`config.mk`:
```
export PLATFORM = sky130hd
export DESIGN_NAME = apb_master_ctrl_flat
export DESIGN_NICKNAME = d
export VERILOG_FILES = /design/src/rtl/apb_master_ctrl_if.sv /design/src/rtl/apb_master_ctrl.sv /design/src/flat_wrapper.sv
export SDC_FILE = /design/constraint.sdc
export NUM_CORES = 1
export LEC_CHECK = 0
export ABC_CLOCK_PERIOD_IN_PS = 8880
export CORE_ASPECT_RATIO = 0.6
export CORE_MARGIN = 5
export CORE_UTILIZATION = 45
export CTS_CLUSTER_SIZE = 30
export DETAILED_ROUTE_END_ITERATION = 8
export PLACE_DENSITY = 0.86
export REMOVE_ABC_BUFFERS = 1
export SLEW_MARGIN = 20
export SYNTH_ARGS = -nofsm -noshare
export SYNTH_HDL_FRONTEND = slang
export SYNTH_SLANG_ARGS = --single-unit
```
`constraint.sdc`:
```
create_clock -name hclk -period 8.88 [get_ports hclk]
set_input_delay 0.888 -clock hclk [delete_from_list [all_inputs] [get_ports hclk]]
set_output_delay 0.888 -clock hclk [all_outputs]
set_load 0.05 [all_outputs]
```
`src/rtl/apb_master_ctrl_if.sv`:
```
// rtl/apb_master_ctrl_if.sv - request/response and APB bus bundle for apb_master_ctrl
//
// Purpose: groups the single-beat request channel, the response channel and
// the 3-slave APB bus so the controller and its environment share one handle.
// Ports (signals):
//   req_valid/req_ready/req_write/req_addr/req_wdata : request channel
//   rsp_valid/rsp_rdata/rsp_err                      : response channel
//   psel[2:0]/penable/pwrite/paddr/pwdata            : APB initiator outputs
//   prdata/pready/pslverr                            : APB slave returns
// Modports: master = controller view, slave = environment view.
interface apb_master_ctrl_if #(
  parameter int ADDR_W = 32,
  parameter int DATA_W = 32
);
  logic              req_valid;
  logic              req_ready;
  logic              req_write;
  logic [ADDR_W-1:0] req_addr;
  logic [DATA_W-1:0] req_wdata;
  logic              rsp_valid;
  logic [DATA_W-1:0] rsp_rdata;
  logic              rsp_err;
  logic [2:0]        psel;
  logic              penable;
  logic              pwrite;
  logic [ADDR_W-1:0] paddr;
  logic [DATA_W-1:0] pwdata;
  logic [DATA_W-1:0] prdata;
  logic              pready;
  logic              pslverr;

  modport master (
    input  req_valid, req_write, req_addr, req_wdata,
    input  prdata, pready, pslverr,
    output req_ready, rsp_valid, rsp_rdata, rsp_err,
    output psel, penable, pwrite, paddr, pwdata
  );

  modport slave (
    output req_valid, req_write, req_addr, req_wdata,
    output prdata, pready, pslverr,
    input  req_ready, rsp_valid, rsp_rdata, rsp_err,
    input  psel, penable, pwrite, paddr, pwdata
  );
endinterface

```
`src/rtl/apb_master_ctrl.sv`:
```
// rtl/apb_master_ctrl.sv - APB initiator converting single-beat requests into SETUP/ACCESS transfers
//
// Purpose: accepts one request at a time, decodes the top address byte to a
// one-hot slave select, runs the APB SETUP and ACCESS phases, waits on
// pready, returns read data / slave error as a one-cycle response pulse and
// aborts a transfer that stalls for TIMEOUT ACCESS cycles.
// Ports:
//   hclk   : clock, all state on rising edge
//   hreset : asynchronous active-high reset
//   bus    : apb_master_ctrl_if.master (request, response and APB signals)
// Parameters: ADDR_W (>= 8), DATA_W, TIMEOUT (>= 1).
module apb_master_ctrl #(
  parameter int ADDR_W  = 32,
  parameter int DATA_W  = 32,
  parameter int TIMEOUT = 16
) (
  input  logic                 hclk,
  input  logic                 hreset,
  apb_master_ctrl_if.master    bus
);

  // Counter must be able to hold TIMEOUT itself (value after the abort cycle).
  localparam int CNT_W = $clog2(TIMEOUT + 1);
  localparam logic [CNT_W-1:0] CNT_LAST = CNT_W'(TIMEOUT - 1);
  localparam logic [CNT_W-1:0] CNT_ONE  = CNT_W'(1);

  typedef enum logic [1:0] {
    IDLE,
    SETUP,
    ACCESS
  } state_t;

  state_t            state, state_n;
  logic [2:0]        psel_q, psel_n;
  logic              penable_q, penable_n;
  logic              pwrite_q, pwrite_n;
  logic [ADDR_W-1:0] paddr_q, paddr_n;
  logic [DATA_W-1:0] pwdata_q, pwdata_n;
  logic              rsp_valid_q, rsp_valid_n;
  logic [DATA_W-1:0] rsp_rdata_q, rsp_rdata_n;
  logic              rsp_err_q, rsp_err_n;
  logic [CNT_W-1:0]  cnt_q, cnt_n;
  logic [2:0]        sel;

  // Slave map lives in the top address byte; anything unmapped yields 0.
  function automatic logic [2:0] decode(input logic [7:0] top);
    logic [2:0] s;
    case (top)
      8'h80:   s = 3'b001;
      8'h84:   s = 3'b010;
      8'h88:   s = 3'b100;
      default: s = 3'b000;
    endcase
    return s;
  endfunction

  assign sel = decode(bus.req_addr[ADDR_W-1 -: 8]);

  always_comb begin
    state_n     = state;
    psel_n      = psel_q;
    penable_n   = penable_q;
    pwrite_n    = pwrite_q;
    paddr_n     = paddr_q;
    pwdata_n    = pwdata_q;
    rsp_valid_n = 1'b0;
    rsp_rdata_n = rsp_rdata_q;
    rsp_err_n   = rsp_err_q;
    cnt_n       = cnt_q;

    case (state)
      IDLE: begin
        if (bus.req_valid) begin
          if (sel != 3'b000) begin
            paddr_n   = bus.req_addr;
            pwrite_n  = bus.req_write;
            pwdata_n  = bus.req_wdata;
            psel_n    = sel;
            penable_n = 1'b0;
            cnt_n     = '0;
            state_n   = SETUP;
          end else begin
            // Unmapped address: answer immediately without touching the bus.
            rsp_valid_n = 1'b1;
            rsp_err_n   = 1'b1;
            rsp_rdata_n = '0;
          end
        end
      end

      SETUP: begin
        penable_n = 1'b1;
        state_n   = ACCESS;
      end

      ACCESS: begin
        if (bus.pready) begin
          psel_n      = 3'b000;
          penable_n   = 1'b0;
          state_n     = IDLE;
          rsp_valid_n = 1'b1;
          rsp_err_n   = bus.pslverr;
          rsp_rdata_n = (!pwrite_q && !bus.pslverr) ? bus.prdata : '0;
        end else begin
          cnt_n = cnt_q + CNT_ONE;
          // This is the TIMEOUT-th stalled ACCESS cycle: give up.
          if (cnt_q == CNT_LAST) begin
            psel_n      = 3'b000;
            penable_n   = 1'b0;
            state_n     = IDLE;
            rsp_valid_n = 1'b1;
            rsp_err_n   = 1'b1;
            rsp_rdata_n = '0;
          end
        end
      end

      default: begin
        state_n   = IDLE;
        psel_n    = 3'b000;
        penable_n = 1'b0;
      end
    endcase
  end

  always_ff @(posedge hclk or posedge hreset) begin
    if (hreset) begin
      state       <= IDLE;
      psel_q      <= 3'b000;
      penable_q   <= 1'b0;
      pwrite_q    <= 1'b0;
      paddr_q     <= '0;
      pwdata_q    <= '0;
      rsp_valid_q <= 1'b0;
      rsp_rdata_q <= '0;
      rsp_err_q   <= 1'b0;
      cnt_q       <= '0;
    end else begin
      state       <= state_n;
      psel_q      <= psel_n;
      penable_q   <= penable_n;
      pwrite_q    <= pwrite_n;
      paddr_q     <= paddr_n;
      pwdata_q    <= pwdata_n;
      rsp_valid_q <= rsp_valid_n;
      rsp_rdata_q <= rsp_rdata_n;
      rsp_err_q   <= rsp_err_n;
      cnt_q       <= cnt_n;
    end
  end

  assign bus.req_ready = (state == IDLE);
  assign bus.psel      = psel_q;
  assign bus.penable   = penable_q;
  assign bus.pwrite    = pwrite_q;
  assign bus.paddr     = paddr_q;
  assign bus.pwdata    = pwdata_q;
  assign bus.rsp_valid = rsp_valid_q;
  assign bus.rsp_rdata = rsp_rdata_q;
  assign bus.rsp_err   = rsp_err_q;

endmodule

```
`src/flat_wrapper.sv`:
```
// flat-port wrapper written by rule: the top's interface ports become plain ports
module apb_master_ctrl_flat 
#(
  parameter int ADDR_W  = 32,
  parameter int DATA_W  = 32,
  parameter int TIMEOUT = 16
)
  (hclk, hreset, bus_req_valid, bus_req_write, bus_req_addr, bus_req_wdata, bus_prdata, bus_pready, bus_pslverr, bus_req_ready, bus_rsp_valid, bus_rsp_rdata, bus_rsp_err, bus_psel, bus_penable, bus_pwrite, bus_paddr, bus_pwdata);
  apb_master_ctrl_if #(.ADDR_W(ADDR_W), .DATA_W(DATA_W)) bus_i ();
  input  logic hclk;
  input  logic hreset;
  input wire logic [$bits(bus_i.req_valid)-1:0] bus_req_valid;
  input wire logic [$bits(bus_i.req_write)-1:0] bus_req_write;
  input wire logic [$bits(bus_i.req_addr)-1:0] bus_req_addr;
  input wire logic [$bits(bus_i.req_wdata)-1:0] bus_req_wdata;
  input wire logic [$bits(bus_i.prdata)-1:0] bus_prdata;
  input wire logic [$bits(bus_i.pready)-1:0] bus_pready;
  input wire logic [$bits(bus_i.pslverr)-1:0] bus_pslverr;
  output wire logic [$bits(bus_i.req_ready)-1:0] bus_req_ready;
  output wire logic [$bits(bus_i.rsp_valid)-1:0] bus_rsp_valid;
  output wire logic [$bits(bus_i.rsp_rdata)-1:0] bus_rsp_rdata;
  output wire logic [$bits(bus_i.rsp_err)-1:0] bus_rsp_err;
  output wire logic [$bits(bus_i.psel)-1:0] bus_psel;
  output wire logic [$bits(bus_i.penable)-1:0] bus_penable;
  output wire logic [$bits(bus_i.pwrite)-1:0] bus_pwrite;
  output wire logic [$bits(bus_i.paddr)-1:0] bus_paddr;
  output wire logic [$bits(bus_i.pwdata)-1:0] bus_pwdata;
  assign bus_i.req_valid = bus_req_valid;
  assign bus_i.req_write = bus_req_write;
  assign bus_i.req_addr = bus_req_addr;
  assign bus_i.req_wdata = bus_req_wdata;
  assign bus_i.prdata = bus_prdata;
  assign bus_i.pready = bus_pready;
  assign bus_i.pslverr = bus_pslverr;
  assign bus_req_ready = bus_i.req_ready;
  assign bus_rsp_valid = bus_i.rsp_valid;
  assign bus_rsp_rdata = bus_i.rsp_rdata;
  assign bus_rsp_err = bus_i.rsp_err;
  assign bus_psel = bus_i.psel;
  assign bus_penable = bus_i.penable;
  assign bus_pwrite = bus_i.pwrite;
  assign bus_paddr = bus_i.paddr;
  assign bus_pwdata = bus_i.pwdata;
  apb_master_ctrl #(.ADDR_W(ADDR_W), .DATA_W(DATA_W), .TIMEOUT(TIMEOUT)) u_core (.hclk(hclk), .hreset(hreset), .bus(bus_i));
endmodule
```
=== After elaboration in Yosys (flattened, before gate mapping) ===
Index checks and enable logic that the tools add are counted.

* $add $sub $neg: 1
* Muxes and demuxes: 36
* Eq/ne operators: 11
* Reduce and logical (&&, ||, !) cells: 11
* Bitwise operators: 1

{| class="wikitable"
|+ Operator list
! cell !! count
|-
| 32-bit two-way mux || 5
|-
| 32-bit case mux with 2 select lines || 1
|-
| 8-bit equality test, second input constant || 3
|-
| 3-bit case mux with 3 select lines || 2
|-
| 5-bit two-way mux || 3
|-
| 1-bit two-way mux || 12
|-
| 3-bit two-way mux || 4
|-
| 4-bit AND reduction || 3
|-
| 5-bit case mux with 2 select lines || 1
|-
| 2-bit two-way mux || 4
|-
| 2-bit != test, second input constant || 3
|-
| 2-bit case mux with 3 select lines || 1
|-
| 3-bit AND reduction || 2
|-
| 5-bit by 1-bit adder with 5-bit output, second input constant || 1
|-
| 5-bit by 4-bit equality test with 1-bit output, second input constant || 1
|-
| 1-bit case mux with 2 select lines || 2
|-
| 3-bit by 2-bit != test with 1-bit output, second input constant || 1
|-
| 1-bit case mux with 3 select lines || 1
|-
| 3-bit nonzero test || 1
|-
| 2-bit by 1-bit equality test with 1-bit output, second input constant || 1
|-
| 2-bit equality test, second input constant || 1
|-
| 1-bit logical NOT || 2
|-
| 2-bit logical NOT || 1
|-
| 2-bit by 1-bit != test with 1-bit output, second input constant || 1
|-
| 3 further kinds || 3
|}

* Input bits: 102
* Logic and storage cells: 70
* Output and inout bits: 104
* Bits in registers: 110

=== Longest topological paths before layout ===
Gate-level depths: netlist of run 1.

* Word-level depth: 6
* Depth in mapped cells: 6

=== Worst setup path after synthesis of run 1 ===
No wires, ideal clock.

* Path kind: input -> register
* Start: in bus_req_addr[24]
* End: reg u_core.paddr_q[10] (netlist: u_core.bus.paddr[10])
* Data arrival time: 2,245 ps
* Stages: 5
* Slack: 6,510 ps
* Path through: nor4_1 nand4_2 inv_4 buf_12 mux2_4

* Cells in the longest elaborated chain, start to end: 4
* Elaborated cells on any way between the ends: 6
* Classes of those cells: eq/ne (3); mux (1); reduce/logical (2)

{| class="wikitable"
|+ Ends and longest elaborated chain
! what !! line !! text
|-
| from (decl) || flat_wrapper.sv:14 || <nowiki>input wire logic [$bits(bus_i.req_addr)-1:0] bus_req_addr;</nowiki>
|-
| 8-bit equality test || apb_master_ctrl.sv:48 || <nowiki>case (top)</nowiki>
|-
| 3-bit case mux with 3 select lines * || apb_master_ctrl.sv:48 ||
|-
| 3-bit nonzero test * || apb_master_ctrl.sv:74 || <nowiki>if (sel != 3'b000) begin</nowiki>
|-
| 3-bit AND reduction (no source line) * || -- ||
|-
| to (signal assigned) || apb_master_ctrl.sv:143 || <nowiki>paddr_q <= paddr_n;</nowiki>
|-
| to (decl) || apb_master_ctrl.sv:37 || <nowiki>logic [ADDR_W-1:0] paddr_q, paddr_n;</nowiki>
|}

Every way passes the cells marked *; elsewhere a longest branch is shown, timed or not.
A chain may end at the register's enable or synchronous reset.

=== Worst setup path after layout of run 1 ===
* Start: in bus_req_addr[24]
* End: reg u_core.pwdata_q[28] (netlist: u_core.bus.pwdata[28])

* Cells in the longest elaborated chain, start to end: 4
* Elaborated cells on any way between the ends: 6
* Classes of those cells: eq/ne (3); mux (1); reduce/logical (2)

{| class="wikitable"
|+ Ends and longest elaborated chain
! what !! line !! text
|-
| 8-bit equality test || apb_master_ctrl.sv:48 ||
|-
| 3-bit case mux with 3 select lines * || apb_master_ctrl.sv:48 ||
|-
| 3-bit nonzero test * || apb_master_ctrl.sv:74 ||
|-
| 3-bit AND reduction (no source line) * || -- ||
|-
| to (signal assigned) || apb_master_ctrl.sv:144 || <nowiki>pwdata_q <= pwdata_n;</nowiki>
|-
| to (decl) || apb_master_ctrl.sv:38 || <nowiki>logic [DATA_W-1:0] pwdata_q, pwdata_n;</nowiki>
|}

Marks and branches as above.

==> results.cfg, run 1 <==
[layout]
n_fill_cell = 685
layout_common_cells = clkdlybuf4s50_1, dfrtp_1, mux2_4
fin_area_um2 = 6904
diodes = 0
drive_above_1_share = 0.2186
areaGrowthSynthToFinish_pct = 51.97
final_common_cell = clkdlybuf4s50_1
nets = 584

[sta]
period_share = 0.3548
setup_tns_ns = 0
relSlewSlack = 0.2887
layout_min_cycle_time_ns = 3.151
rsz0062_at_grt = false
setup_slack_ns = 5.729
worst_slew_pin_slew_ns = 1.067
holdWs_ns = 0.4711
hold_viol = 0
skew_ns = 0.01027
slew_viol_final = 0
fmax_mhz = 317.4
setup_viol = 0

[critical_path]
required_ns = 9.09
cp.arrival_ns = 3.36
crit_buf_inv = 2
crit_path_start = bus_req_addr[24]
critPathMaxStageDelay_ns = 0.83
cp_slowest_cell = inv_4
worstRegToRegCells = 4
crit_type = input pin to register
rrSetupSlack_ns = 6.42
r2r-end = u_core.bus.pwdata[28]
r2r_start = u_core.state[0]
cp_cell_sequence = clkdlybuf4s50_1, nor4_1, nand4_2, inv_4, mux2_1
crit_fanout = 64
start_kind = input pin
endpoint_kind = register
crit_family = buffers and inverters

[clocking]
cts_resized = 0
cts_tree = built
path_clk_slew_ns = 0.07
ctsHoldBuffers = 0
cts_made_buffers = 9
cts.sinks = 109
cts_buffer_depth = 2
cts_max_level = 3
clock-root-buffer = clkbuf_16
worstSkewPairLatency_ns = 0.33
postCtsSetupBuffers = 0

[floorplanning]
start_util = 0.4615
die_area_um2 = 12270
die_h_um = 87.83
die_x_um = 139.7
core_um2 = 9844
pin_count = 206
core.rowCount = 28

[power_and_ir_drop]
p_per_area_nw_per_um2 = 180.3
p_leak_nw = 3.163
peakVddDrop_mv = 0.1538

[routing]
vias_per_cell = 5.092
drt-pass1-iter-count = 4
wire_per_inst_um = 19.16
drt_wl_total_mm = 11.88
drt_iter0_markers = 73
vias = 3157
drtAntennaViolNets = 0
drc_errors = 0

[min_path]
whs_endpoint = u_core.bus.paddr[31]
min_from = u_core.bus.paddr[31]
hold_depth = 1
hp-class = register to register

[yosys]
synth-main-ff-cell = dfrtp_1
yosysSeqAreaShare = 0.6004
ys_warn_count = 0
synthArstFlopShare = 1.000
synth_area_um2 = 4543
yosysTopAreaCellShare = 0.6004
synth_area_leaders = dfrtp_1, mux2_4, a32o_2
avgSynthCellArea_um2 = 16.28
synth_edf_count = 0
synth.distinct_cells = 48
syn-instance-count = 279
synth_seq_cells = 109
yosys.area.top_type = dfrtp_1

[global_routing]
grt_first_pass_wirelength_mm = 18.55
grt_pass1_vias = 3470
antenna_found_initial = 0
grt_max_degree = 72
grt_usage = 0.1901
grt_overflow = 0

[placed_design]
io_buffers = 205
place_hpwl_mm = 8.678
routabilityCongestion = 0.8152
placed_cell_area_um2 = 6616
dp_slack_ns = 5.368

[job]
maxCapViolCount = 0

[status]
status = complete, no violations
-- cell families (layout without fill, tap and decap cells) --
family | after synthesis | in the layout | synth area share
DFF | 109 | 109 | 0.6004
xor gates and xnor gates | 1 | 1 | 0.001928
and+or+nand+nor | 33 | 33 | 0.04793
AOI/OAI and AO/OA | 53 | 53 | 0.1140
muxes | 58 | 58 | 0.1851
buffers and inverters | 23 | 229 | 0.04517
adders and majority gates | 2 | 2 | 0.005507
-- through the flow --
| stage | power, mW | util | cells |
|---|---|---|---|
| after floorplan | 0.7401 | - | 261 |
| after global placement | 0.8682 | 0.6716 | 604 |
| after detailed placement | 0.8764 | 0.6721 | 604 |
| after CTS | 1.256 | 0.7013 | 620 |
| after global routing | 1.296 | 0.7013 | 620 |
| final | 1.245 | 0.7013 | 620 |
-- routing by layer --
layer | share of wire | vias up | routed length [um] | track usage
li1 | - | 1448 | - | -
met1 | 0.43 | 1548 | 5112 | 0.2446
met2 | 0.45 | 153 | 5371 | 0.3005
met3 | 0.11 | 8 | 1328 | 0.09493
met4 | 0.0054 | 0 | 64 | 0.02902
met5 | 0 | - | 0 | 0
-- layout make-up --
cell class                      instances  area (um^2)  share of cell area
Tap cell                              135        168.9             0.02447
Inverter                                5        23.77            0.003443
Sequential cell                       109         2728              0.3951
Clock inverter                          4        31.28            0.004531
Multi-Input combinational cell        147         1622              0.2349
Clock buffer                           12        256.5             0.03715
Timing Repair Buffer                  208         2074              0.3005
-- flip-flops by register name, summed over array words and instances (netlist names) --
| register | cells |
|---|---|
| u_core.bus.pwrite | 1 |
| u_core.bus.psel | 3 |
| u_core.bus.rsp_valid | 1 |
| u_core.bus.paddr | 32 |
| u_core.bus.rsp_rdata | 32 |
| u_core.bus.rsp_err | 1 |
| u_core.bus.pwdata | 32 |
| u_core.state | 2 |
| u_core.cnt_q | 5 |
-- how the worst max path moves through the flow --
| stage | endpoint | slack [ns] | depth (start not counted) |
|---|---|---|---|
| floorplan | u_core.bus.paddr[0] | 5.12 | 1 |
| global placement | u_core.bus.paddr[2] | 5.45 | 5 |
| detailed placement | u_core.bus.paddr[0] | 5.37 | 5 |
| CTS | u_core.bus.pwdata[28] | 5.73 | 5 |
| global route | u_core.bus.pwdata[28] | 5.61 | 5 |
| finish | u_core.bus.pwdata[28] | 5.73 | 5 |
-- synth_stat cells, types with 2 or more instances --
cell type and instances:
o311ai_0 2, nand2b_1 2, a21oi_1 4, a32o_2 29
o31ai_1 3, buf_12 5, nand2_1 6, nor2_1 2
mux2_4 50, dfrtp_1 109, clkbuf_1 7, nand4b_1 2
nor4bb_1 2, ha_1 2, and2_1 5, a32o_1 3
mux2_1 8, inv_1 4, buf_6 3, o21ai_0 3
-- report_power, final --
| part | total, mW | switching (mW) | internal [mW] |
|---|---|---|---|
| registers | 0.559 | 0.0254 | 0.534 |
| clock network | 0.379 | 0.172 | 0.207 |
| logic | 0.307 | 0.172 | 0.135 |
Power figures use the tool's default switching activity.
==> run 2: changes to the inputs <==
--- a/config.mk
+++ b/config.mk
@@ -5,13 +5,13 @@
 export SDC_FILE = /design/constraint.sdc
 export NUM_CORES = 1
 export LEC_CHECK = 0
-export ABC_CLOCK_PERIOD_IN_PS = 8880
+export ABC_CLOCK_PERIOD_IN_PS = 3100
 export CORE_ASPECT_RATIO = 0.6
 export CORE_MARGIN = 5
-export CORE_UTILIZATION = 45
+export CORE_UTILIZATION = 42
 export CTS_CLUSTER_SIZE = 30
 export DETAILED_ROUTE_END_ITERATION = 8
-export PLACE_DENSITY = 0.86
+export PLACE_DENSITY = 0.81
 export REMOVE_ABC_BUFFERS = 1
 export SLEW_MARGIN = 20
 export SYNTH_ARGS = -nofsm -noshare
==> constraint.sdc (replaced) <==
create_clock -name hclk -period 3.1 [get_ports hclk]
set_input_delay 0.31 -clock hclk [delete_from_list [all_inputs] [get_ports hclk]]
set_output_delay 0.31 -clock hclk [all_outputs]
set_load 0.05 [all_outputs]
==> results.cfg, run 2 (same netlist as run 1, synthesis figures left out) <==
[status]
status = complete, no violations

[power_and_ir_drop]
p_total_mw = 3.540
peakVddDrop_mv = 0.3671
p_int_mw = 2.485
clockPowerShare = 0.300
pwr-share-comb = 0.248
p_leak_nw = 3.190
p_seq_frac = 0.452
p_per_area_nw_per_um2 = 509.4
switchingPower_mw = 1.055
p_sw_frac = 0.2981

[sta]
relSlewSlack = 0.5205
setup_slack_ns = 0.7496
rsz0062_at_grt = false
layout_min_cycle_time_ns = 2.350
setup_viol = 0
hold_viol = 0
skew_ns = 0.009550
period_share = 0.7582
worst_slew_pin_slew_ns = 0.7193
slew_viol_final = 0
fmax_mhz = 425.5
holdWs_ns = 0.4417

[job]
maxCapViolCount = 0

[layout]
nets = 587
fin_util = 0.6581
areaGrowthSynthToFinish_pct = 52.96
final_common_cell = clkdlybuf4s50_1
drive_above_1_share = 0.2218
fin_area_um2 = 6949
layout_common_cells = clkdlybuf4s50_1, dfrtp_1, mux2_4
diodes = 0

[floorplanning]
pin_count = 206
die_x_um = 144.3
core.rowCount = 29
die_h_um = 90.56
die_area_um2 = 13070
start_util = 0.4303
core_um2 = 10560

[placed_design]
place_hpwl_mm = 8.811
routabilityCongestion = 0.7993
dp_slack_ns = 0.5314
io_buffers = 205
placed_cell_area_um2 = 6676

[clocking]
worstSkewPairLatency_ns = 0.33
path_clk_slew_ns = 0.06
cts_max_level = 3
cts_tree = built
cts_buffer_depth = 2
cts_made_buffers = 9
cts.sinks = 109
cts_resized = 0
postCtsSetupBuffers = 0
clock-root-buffer = clkbuf_16
ctsHoldBuffers = 0

[critical_path]
cp_slowest_cell = clkdlybuf4s50_1
cp_cell_sequence = nor2_2, clkdlybuf4s50_1
start_kind = register
cp.depth = 2
crit_family = buffers and inverters
endpoint_kind = output port
required_ns = 2.79
crit_type = register to output port
worstRegToRegCells = 5
rrSetupSlack_ns = 1.04
crit_buf_inv = 1
cp.arrival_ns = 2.04
crit_fanout = 9
critPathMaxStageDelay_ns = 0.87

[global_routing]
grt_overflow = 0
grt_max_degree = 58
antenna_found_initial = 0
grt_first_pass_wirelength_mm = 18.79
grt_pass1_vias = 3495
grt_usage = 0.1805

[routing]
drc_errors = 0
drt_iter0_markers = 108
vias_per_cell = 5.104
drt-pass1-iter-count = 4
wire_per_inst_um = 18.75
vias = 3195
drtAntennaViolNets = 0
drt_wl_total_mm = 11.74

[min_path]
hp-class = input pin to async pin
==> run 2: worst reg2reg max path: cells and delay by family (launching register included) <==
kind	cells	cell delay [ns]
buf+inv	2	0.50
flops	1	0.49
mux	1	0.36
simple gates	2	0.60
==> run 2: metrics by stage <==
step                      setup TNS [ns]  instances
after floorplan                   -9.150        261
after global placement                 0        611
after detailed placement               0        611
after CTS                              0        626
after global routing                   0        626
final                                  0        626
==> run 2: path summary, 6_finish.rpt <==
kind	start	endpoint
max in group asynchronous	hreset	u_core.bus.pwdata[26]
hold / removal	hreset	u_core.bus.pwdata[9]
hold reg to reg	u_core.bus.paddr[31]	u_core.bus.paddr[31]
setup reg to reg	u_core.state[0]	u_core.bus.paddr[8]
setup / recovery	u_core.state[0]	bus_req_ready
min in group hclk	u_core.bus.paddr[31]	u_core.bus.paddr[31]
==> run 2: area by class of cell <==
type                    count  area, um^2
fillers                   764        3610
flip-flops and latches    109        2728
clock inverters             4       30.03
inverters                   5       23.77
well taps                 139       173.9
multi-input cells         147        1617
clock buffers              11       242.7
repair buffers            211        2135
==> run 2: per-layer routing <==
metal	up-vias	global-route usage	routed length [um]
met5	-	0	0
met4	0	0.03649	132
met3	11	0.08413	1480
met2	161	0.2763	5131
met1	1565	0.2365	4995
li1	1458	-	-
==> run 2: power by group through the flow <==
stage	clock network, mW	registers (mW)	logic, mW
floorplan	0	1.94	0.182
global placement	0	1.62	0.866
detailed placement	0	1.62	0.884
CTS	1.10	1.60	0.886
global route	1.16	1.62	0.920
finish	1.06	1.60	0.876
==> run 3: changes to the inputs <==
--- a/config.mk
+++ b/config.mk
@@ -5,13 +5,13 @@
 export SDC_FILE = /design/constraint.sdc
 export NUM_CORES = 1
 export LEC_CHECK = 0
-export ABC_CLOCK_PERIOD_IN_PS = 3100
+export ABC_CLOCK_PERIOD_IN_PS = 2100
 export CORE_ASPECT_RATIO = 0.6
 export CORE_MARGIN = 5
-export CORE_UTILIZATION = 42
+export CORE_UTILIZATION = 38
 export CTS_CLUSTER_SIZE = 30
 export DETAILED_ROUTE_END_ITERATION = 8
-export PLACE_DENSITY = 0.81
+export PLACE_DENSITY = 0.77
 export REMOVE_ABC_BUFFERS = 1
 export SLEW_MARGIN = 20
 export SYNTH_ARGS = -nofsm -noshare
==> constraint.sdc (replaced) <==
create_clock -name hclk -period 2.1 [get_ports hclk]
set_input_delay 0.21 -clock hclk [delete_from_list [all_inputs] [get_ports hclk]]
set_output_delay 0.21 -clock hclk [all_outputs]
set_load 0.05 [all_outputs]
==> results.cfg, run 3 (same netlist as run 1, synthesis figures left out) <==
[routing]
drt_wl_total_mm = 12.28
drt_iter0_markers = 89
drc_errors = 0
wire_per_inst_um = 18.72
drt-pass1-iter-count = 5
vias_per_cell = 4.902
drtAntennaViolNets = 0
vias = 3216

[global_routing]
grt_pass1_vias = 3527
antenna_found_initial = 0
grt_usage = 0.1690
top_usage_layer = met2
grt_overflow = 0
grt_max_degree = 44
met1_usage = 0.2181
grt_use_met3 = 0.07482
grt_use_met2 = 0.2605
grt_first_pass_wirelength_mm = 18.69

[critical_path]
crit_buf_inv = 1
start_kind = register
cp_cell_sequence = clkdlybuf4s50_1
crit_family = buffers and inverters
cp_slowest_cell = clkdlybuf4s50_1
required_ns = 1.89
crit_type = register to output port
endpoint_kind = output port
critPathMaxStageDelay_ns = 0.86
cp.depth = 1
cp.arrival_ns = 1.69
worstRegToRegCells = 6
crit_fanout = 8

[clocking]
cts_max_level = 3
cts_made_buffers = 9
clock-root-buffer = clkbuf_16
cts_resized = 0
postCtsSetupBuffers = 0
ctsHoldBuffers = 0
path_clk_slew_ns = 0.08
cts.sinks = 109
worstSkewPairLatency_ns = 0.34
cts_buffer_depth = 2
cts_tree = built

[sta]
skew_ns = 0.005274
period_share = 0.9053
holdWs_ns = 0.2380
hold_viol = 0
layout_min_cycle_time_ns = 1.901
fmax_mhz = 526.0
worst_slew_pin_slew_ns = 0.5607
slew_viol_final = 0
rsz0062_at_grt = false
setup_viol = 0
relSlewSlack = 0.6251

[layout]
areaGrowthSynthToFinish_pct = 56.43
diodes = 0
n_fill_cell = 887
fin_area_um2 = 7107
drive_above_1_share = 0.2399
nets = 595
layout_common_cells = clkdlybuf4s50_1, dfrtp_1, mux2_4
final_common_cell = clkdlybuf4s50_1

[power_and_ir_drop]
p_total_mw = 5.314
p_leak_nw = 3.254
peakVddDrop_mv = 0.4478
p_per_area_nw_per_um2 = 747.7

[floorplanning]
die_area_um2 = 14310
pin_count = 206
start_util = 0.3955
core.rowCount = 30
die_h_um = 94.70
die_x_um = 151.2
core_um2 = 11490

[job]
maxCapViolCount = 0

[placed_design]
place_hpwl_mm = 9.192
routabilityCongestion = 0.7541
placed_cell_area_um2 = 6810
io_buffers = 205

[status]
status = complete, no violations

[min_path]
hp-class = input pin to async pin
run 3: cell count changes in the layout (fill, tap and decap cells not counted), sizes merged:
cell | before | now
buf | 6 | 15
clkinvlp | 1 | 2
clkinv | 1 | 3
clkdlybuf4s50 | 205 | 204
clkbuf | 11 | 9
run 3: path summary, 6_finish.rpt:
kind	start	end	slack (ns)
max	u_core.state[1]	bus_penable	0.20
min	hreset	u_core.bus.pwdata[8]	0.24
max reg2reg	u_core.cnt_q[0]	u_core.bus.psel[1]	0.21
min reg2reg	u_core.bus.paddr[31]	u_core.bus.paddr[31]	0.48
max in group asynchronous	hreset	u_core.bus.pwdata[5]	1.28
min in group hclk	bus_req_wdata[29]	u_core.bus.pwdata[29]	0.46
run 3: area by class of cell:
| cell class | count | area, um^2 | share of cell area |
|---|---|---|---|
| multi-input combinational | 147 | 1617 | 0.2275 |
| clock buffer | 9 | 225.2 | 0.03169 |
| sequential | 109 | 2728 | 0.3838 |
| clock inverter | 7 | 71.32 | 0.01004 |
| tap | 160 | 200.2 | 0.02817 |
| timing repair buffer | 219 | 2242 | 0.3155 |
| inverter | 5 | 23.77 | 0.003345 |
run 3: routing by layer:
| metal | vias to the layer above | wire (um) |
|---|---|---|
| li1 | 1472 | - |
| met1 | 1592 | 5398 |
| met2 | 141 | 5477 |
| met3 | 11 | 1265 |
| met4 | 0 | 141 |
| met5 | - | 0 |
run 3: where the power goes:
part	switching, mW	internal (mW)
Combinational	0.724	0.584
Sequential	0.102	2.25
Clock	0.813	0.836
run 3: metrics by stage:
stage | setup TNS, ns | util | setup slack [ns] | cells
finish | 0 | 0.6187 | 0.1988 | 656
global route | 0 | 0.6187 | 0.06085 | 656
CTS | 0 | 0.6187 | 0.1782 | 656
detailed placement | 0 | 0.5929 | 0.04051 | 640
global placement | 0 | 0.5929 | 0.05349 | 640
floorplan | -157.32 | - | -0.9839 | 261
run 3: worst register-to-register path, delay by kind of cell, from the launching register on:
family                   cells  cell delay (ns)
AO/OA/AOI/OAI                2             0.62
adder cells (fa/ha/maj)      2             0.47
flip-flops                   1             0.44
AND/OR/NAND/NOR              2             0.28
